--- config.mk ---
export PLATFORM = sky130hd
export DESIGN_NAME = mult_div_unit
export DESIGN_NICKNAME = d
export VERILOG_FILES = /design/src/rtl/mult_div_unit.sv
export SDC_FILE = /design/constraint.sdc
export NUM_CORES = 1
export LEC_CHECK = 0
export BUFFER_PORTS_ARGS = -buffer_cell sky130_fd_sc_hd__buf_2
export CORE_MARGIN = 2
export CORE_UTILIZATION = 61
export CTS_BUF_LIST = sky130_fd_sc_hd__clkbuf_4 sky130_fd_sc_hd__clkbuf_8 sky130_fd_sc_hd__clkbuf_16
export CTS_CLUSTER_DIAMETER = 30
export DETAILED_ROUTE_END_ITERATION = 6
export PLACE_DENSITY_LB_ADDON = 0.2
export SLEW_MARGIN = 20
export SYNTH_ARGS = -nofsm -noshare
export SYNTH_HDL_FRONTEND = slang
export SYNTH_SLANG_ARGS = --single-unit
--- constraint.sdc ---
create_clock -name Clk -period 9.9 [get_ports Clk]
set_clock_uncertainty 0.15 [all_clocks]
set_input_delay 0.495 -clock Clk [delete_from_list [all_inputs] [get_ports Clk]]
set_output_delay 0.495 -clock Clk [all_outputs]
set_load 0.005 [all_outputs]
--- src/rtl/mult_div_unit.sv ---
// mult_div_unit: iterative radix-2 signed multiply/divide unit that writes its results to HI/LO.
// Optional build macro MDU_EARLY_TERM_EN lets mult leave RUN once the remaining multiplier bits are zero.
module mult_div_unit #(
  parameter logic [31:0] DIV0_QUOTIENT = 32'hFFFFFFFF
) (
  input  logic        Clk,
  input  logic        Reset,
  input  logic        Start,
  input  logic [3:0]  ALU_Control,
  input  logic [31:0] A,
  input  logic [31:0] B,
  input  logic        Flush,
  output logic        Busy,
  output logic        Done,
  output logic [31:0] HI,
  output logic [31:0] LO,
  output logic        DivByZero
);

  localparam int unsigned W  = 32;
  localparam int unsigned CW = 5;
  localparam logic [3:0]  OP_MULT = 4'b0101;
  localparam logic [3:0]  OP_DIV  = 4'b1011;

  typedef enum logic [1:0] {IDLE, RUN, FIX, DONE} state_e;

  state_e           state_q, state_d;
  logic             is_div_q, is_div_d;
  logic             neg_q, neg_d;
  logic             rneg_q, rneg_d;
  logic             div0_q, div0_d;
  logic [CW-1:0]    cnt_q, cnt_d;
  logic [W-1:0]     amag_q, amag_d;
  logic [2*W-1:0]   mcand_q, mcand_d;
  logic [W-1:0]     mplier_q, mplier_d;
  logic [2*W-1:0]   acc_q, acc_d;
  logic [W-1:0]     hi_q, hi_d;
  logic [W-1:0]     lo_q, lo_d;
  logic             busy_q, done_q, dbz_q;

  logic             op_ok_c, accept_c, last_iter_c, mult_exit_c;
  logic [W-1:0]     a_mag_c, b_mag_c;
  logic [W:0]       rem_sh_c, trial_c;
  logic [2*W-1:0]   prod_res_c;
  logic [W-1:0]     quo_c, rem_src_c, rem_c;

  assign op_ok_c  = (ALU_Control == OP_MULT) || (ALU_Control == OP_DIV);
  assign accept_c = Start && op_ok_c && ((state_q == IDLE) || (state_q == DONE));
  assign a_mag_c  = A[W-1] ? (~A + 32'd1) : A;
  assign b_mag_c  = B[W-1] ? (~B + 32'd1) : B;

  // Division step: acc holds {remainder, dividend/quotient}; shift one bit and trial-subtract.
  assign rem_sh_c = acc_q[2*W-1:W-1];
  assign trial_c  = rem_sh_c - {1'b0, mcand_q[W-1:0]};

  // Sign correction applied while in FIX.
  assign prod_res_c = neg_q ? (~acc_q + 64'd1) : acc_q;
  assign quo_c      = neg_q ? (~acc_q[W-1:0] + 32'd1) : acc_q[W-1:0];
  assign rem_src_c  = div0_q ? amag_q : acc_q[2*W-1:W];
  assign rem_c      = rneg_q ? (~rem_src_c + 32'd1) : rem_src_c;

`ifdef MDU_EARLY_TERM_EN
  assign mult_exit_c = !is_div_q && (mplier_q[W-1:1] == '0);
`else
  assign mult_exit_c = 1'b0;
`endif

  assign last_iter_c = (cnt_q == 5'd31) || mult_exit_c;

  always_comb begin
    state_d  = state_q;
    is_div_d = is_div_q;
    neg_d    = neg_q;
    rneg_d   = rneg_q;
    div0_d   = div0_q;
    cnt_d    = cnt_q;
    amag_d   = amag_q;
    mcand_d  = mcand_q;
    mplier_d = mplier_q;
    acc_d    = acc_q;
    hi_d     = hi_q;
    lo_d     = lo_q;

    case (state_q)
      RUN: begin
        cnt_d = cnt_q + 5'd1;
        if (is_div_q) begin
          if (!trial_c[W]) acc_d = {trial_c[W-1:0], acc_q[W-2:0], 1'b1};
          else             acc_d = {rem_sh_c[W-1:0], acc_q[W-2:0], 1'b0};
        end else begin
          acc_d    = acc_q + (mplier_q[0] ? mcand_q : '0);
          mcand_d  = {mcand_q[2*W-2:0], 1'b0};
          mplier_d = {1'b0, mplier_q[W-1:1]};
        end
        if (last_iter_c) state_d = FIX;
      end
      FIX: begin
        if (is_div_q) begin
          lo_d = div0_q ? DIV0_QUOTIENT : quo_c;
          hi_d = rem_c;
        end else begin
          lo_d = prod_res_c[W-1:0];
          hi_d = prod_res_c[2*W-1:W];
        end
        state_d = DONE;
      end
      DONE:    state_d = IDLE;
      default: state_d = IDLE;
    endcase

    // Operand capture; only reachable from IDLE or DONE.
    if (accept_c) begin
      state_d  = RUN;
      is_div_d = (ALU_Control == OP_DIV);
      neg_d    = A[W-1] ^ B[W-1];
      rneg_d   = A[W-1];
      div0_d   = (ALU_Control == OP_DIV) && (B == '0);
      cnt_d    = '0;
      amag_d   = a_mag_c;
      mcand_d  = {{W{1'b0}}, (ALU_Control == OP_DIV) ? b_mag_c : a_mag_c};
      mplier_d = b_mag_c;
      acc_d    = (ALU_Control == OP_DIV) ? {{W{1'b0}}, a_mag_c} : '0;
    end

    // Flush wins over everything and never touches the result registers.
    if (Flush) begin
      state_d = IDLE;
      hi_d    = hi_q;
      lo_d    = lo_q;
    end
  end

  always_ff @(posedge Clk or posedge Reset) begin
    if (Reset) begin
      state_q  <= IDLE;
      is_div_q <= 1'b0;
      neg_q    <= 1'b0;
      rneg_q   <= 1'b0;
      div0_q   <= 1'b0;
      cnt_q    <= '0;
      amag_q   <= '0;
      mcand_q  <= '0;
      mplier_q <= '0;
      acc_q    <= '0;
      hi_q     <= '0;
      lo_q     <= '0;
      busy_q   <= 1'b0;
      done_q   <= 1'b0;
      dbz_q    <= 1'b0;
    end else begin
      state_q  <= state_d;
      is_div_q <= is_div_d;
      neg_q    <= neg_d;
      rneg_q   <= rneg_d;
      div0_q   <= div0_d;
      cnt_q    <= cnt_d;
      amag_q   <= amag_d;
      mcand_q  <= mcand_d;
      mplier_q <= mplier_d;
      acc_q    <= acc_d;
      hi_q     <= hi_d;
      lo_q     <= lo_d;
      busy_q   <= (state_d == RUN) || (state_d == FIX);
      done_q   <= (state_d == DONE);
      dbz_q    <= (state_d == DONE) && div0_q;
    end
  end

  assign Busy      = busy_q;
  assign Done      = done_q;
  assign HI        = hi_q;
  assign LO        = lo_q;
  assign DivByZero = dbz_q;

endmodule
==> impl_results.md <==
- Status: finished, final reports clean
- Clk root buf: clkbuf_16
- WP data arrival: approximately 5.3 ns
- Most common cell after layout, fill and taps aside: a21oi_1
- Port buffer count: 138
- Required time worst endpoint: 10.20 ns
- Largest fanout on the critical path: 64
- Core Rows: 68
- Number of global-route vias before repair: 20,344
- Syn Inst Count: 2,653
- Post-CTS setup buffers: 0
- Die area: between 0.03 and 0.04 mm²
- Final Util: 71.54%
- Unrepaired setup endpoints after global routing: no
- Final antenna-violating net count: 0
- Post-synth EDFFs: 0
- Slew margin rel.: 30.09%
- DP HPWL: 53.38 mm
- Vias: roughly 21,000
- Final min period: 5.026 ns
- Global-route usage over all layers: 40.50%
- Clock Path Buffers: 3
- Top cell type's share of synthesized area: 31.68%
- Max-slew violation count: 0
- Leak pwr: 10.88 nW
- CP Capture Type: flip-flop
- Area Overhead vs Synth: 15.59%
- Placed insts: 3,105
- Crit-path max cell delay: 0.72 ns
- Layout cells sized above 1: 12.24%
- Seq/Total Area, Yosys: 31.68%
- DR pass1 iterations: 6
- Power Dens Cells: 285.9 mW/mm²
- Achievable Freq: 199.0 MHz
- Ys flop type: dfrtp_1
- Largest net degree at the start of global routing: 169
- Crit path buf inv count: 2
- Syn Nets: between 2,000 and 3,000
- Slowest-stage cell, CP: a2111oi_0
- Die H: 191.0 µm
- GRT overflow: 0
- Crit Path Class: flip-flop to flip-flop
- Min Hold Slack: 0.02431 ns
- Max Cap Viol: 0
- DRC violations left: 0
- H-tree Lvls: 3
- Die X: approximately 190 µm
- Via/cell ratio: between 6 and 7
- Most frequent cells in the layout: a21oi_1 (274), nand2_1 (273), dfrtp_1 (267), nor2_1 (241), o21ai_0 (240)
- Cell taking the most area after synthesis: dfrtp_1
- Tightest Pin Transition: 1.049 ns
- # diodes: 0
- Drt total wl: 74.01 mm
- Mapped Area: 0.02133 mm²
- GP Congestion: about 1.1
- CTS Sinks: between 200 and 300
- Worst IR Drop VDD: between 0.0002 and 0.0003 V
- Yosys Warn Count: 0
- Asr flop ratio synth: 100.0%
- Wire per inst: 22.95 µm
- Clk pin slew, worst setup/hold paths: 0.05 ns
- Startpoint types: flip-flop
- Final hold vios: 0
- Worst-Skew Late Latency: 0.59 ns
- TritonCTS clock tree: done
- TNS Setup: 0 ns
- Cts bufs inserted: 66
- Initial antenna violation count: 1
- #FFs+latches synth: 270
- Post-route insts no fill: 3,225
- Area of the core: roughly 0.034 mm²
- Iteration-0 DRC count of the detailed router: 2,426
- CP Cell Sequence: buf_4 -> and2_1 -> ha_1 -> a21oi_1 -> o211ai_1 -> a211oi_1 -> nor2b_1 -> a31oi_1 -> o41ai_1 -> buf_4 -> a2111oi_0 -> o31ai_1 -> a21oi_1 -> xnor2_1 -> a21o_1
- Crit path max-delay family: compound AO/OA/AOI/OAI gates
- # setup viols final: 0
- Cell variety after synth: approximately 80
- Layout Nets: 2,897
- # IOs: 139
- Worst hold-check path type: input pin to flip-flop
- Top post-synthesis cells by area: dfrtp_1 (32%), a21oi_1 (6.4%), ha_1 (6.1%), o21ai_0 (5.6%), xnor2_1 (5.3%)
- Starting density of the core: 61.89%
- Syn Area/Cell: about 8 µm²
- Post-route clock period utilization: 50.77%
- First-pass GRT wire length: 113.9 mm
power by group:
part           leakage (nW)  switching [mW]  internal [mW]  total [mW]
combinational          6.35            1.72           1.17        2.89
sequential             3.34           0.457           1.33        1.79
clock                  1.19           0.713           1.65        2.37
layer usage:
metal	track usage [%]	part of all wire, %	up-vias
li1	-	-	9722
met4	18.99	4.8	2
met1	53.93	40	10229
met2	62.28	44	1260
met3	9.510	11	254
met5	0	0.018	-
per-stage QoR:
step	instance area [µm²]	power, mW	setup WS [ns]
detailed placement	22210	4.571	5.147
global placement	22200	4.511	5.239
finish	24650	7.048	4.874
global route	24650	7.399	4.696
CTS	24650	6.962	5.057
floorplan	21330	3.757	1.816
registers in the layout, summed over array words and instances (netlist names):
signal	cells
Busy	1
mplier_q	32
Done	1
acc_q	64
HI	32
is_div_q	1
rneg_q	1
LO	32
amag_q	32
cnt_q	5
state_q	2
DivByZero	1
div0_q	1
mcand_q	64
neg_q	1
Yosys cell counts (32+ instances only):
| cell | n |
|---|---|
| o31ai_1 | 48 |
| a211oi_1 | 33 |
| a21o_1 | 42 |
| mux2i_1 | 50 |
| xor2_1 | 103 |
| nor2_1 | 244 |
| nand2_1 | 273 |
| a21oi_1 | 274 |
| a22o_1 | 34 |
| ha_1 | 104 |
| and2_1 | 69 |
| clkbuf_1 | 132 |
| xnor2_1 | 129 |
| dfrtp_1 | 270 |
| nand2b_1 | 32 |
| nor3_1 | 36 |
| o21ai_0 | 240 |
| inv_1 | 77 |
cell type report:
class                           instances  area [µm²]
Clock inverter                         42       621.8
Tap cell                              455       569.3
Timing Repair Buffer                  165       908.4
Fill cell                            2723        9807
Multi-Input combinational cell       2139       13680
Clock buffer                           77        1812
Inverter                               77       296.5
Sequential cell                       270        6763
timing repair:
action / 4_1_cts / 5_1_grt
hold buffers: 1 / 0
resized for setup: 0 / 0
endpoints found under the hold margin: 102 / 0
final timing paths:
kind | cells after the start | end | slack [ns] | startpoint
worst min register to register | 2 | HI[13] | 0.32 | HI[13]
worst min-delay path | 2 | state_q[0] | 0.02 | Flush
min in group asynchronous | 3 | HI[12] | 0.42 | Reset
worst max-delay path | 15 | acc_q[53] | 4.87 | mplier_q[0]
worst max register to register | 15 | acc_q[53] | 4.87 | mplier_q[0]
max in group asynchronous | 4 | neg_q | 7.64 | Reset
cells by family (layout without fill, tap and decap cells):
| group | Yosys count | in the layout | share of synthesized area [%] |
|---|---|---|---|
| adder cells (fa/ha/maj) | 106 | 106 | 6.289 |
| XOR/XNOR | 232 | 232 | 9.528 |
| buffers and inverters | 244 | 361 | 4.330 |
| flip-flops | 270 | 270 | 31.68 |
| AO/OA/AOI/OAI | 907 | 907 | 26.64 |
| multiplexers | 60 | 60 | 2.875 |
| AND/OR/NAND/NOR | 834 | 834 | 18.66 |
worst reg2reg max path, delay by kind of cell, from the launching register on:
kind / cells / cell delay [ns]
DFF: 1 / 0.33
and+or+nand+nor: 2 / 0.43
xor gates and xnor gates: 1 / 0.10
adders and majority gates: 1 / 0.28
AOI/OAI and AO/OA: 9 / 2.94
buffers and inverters: 2 / 0.68
No activity file was read; power rests on OpenSTA's default activity.
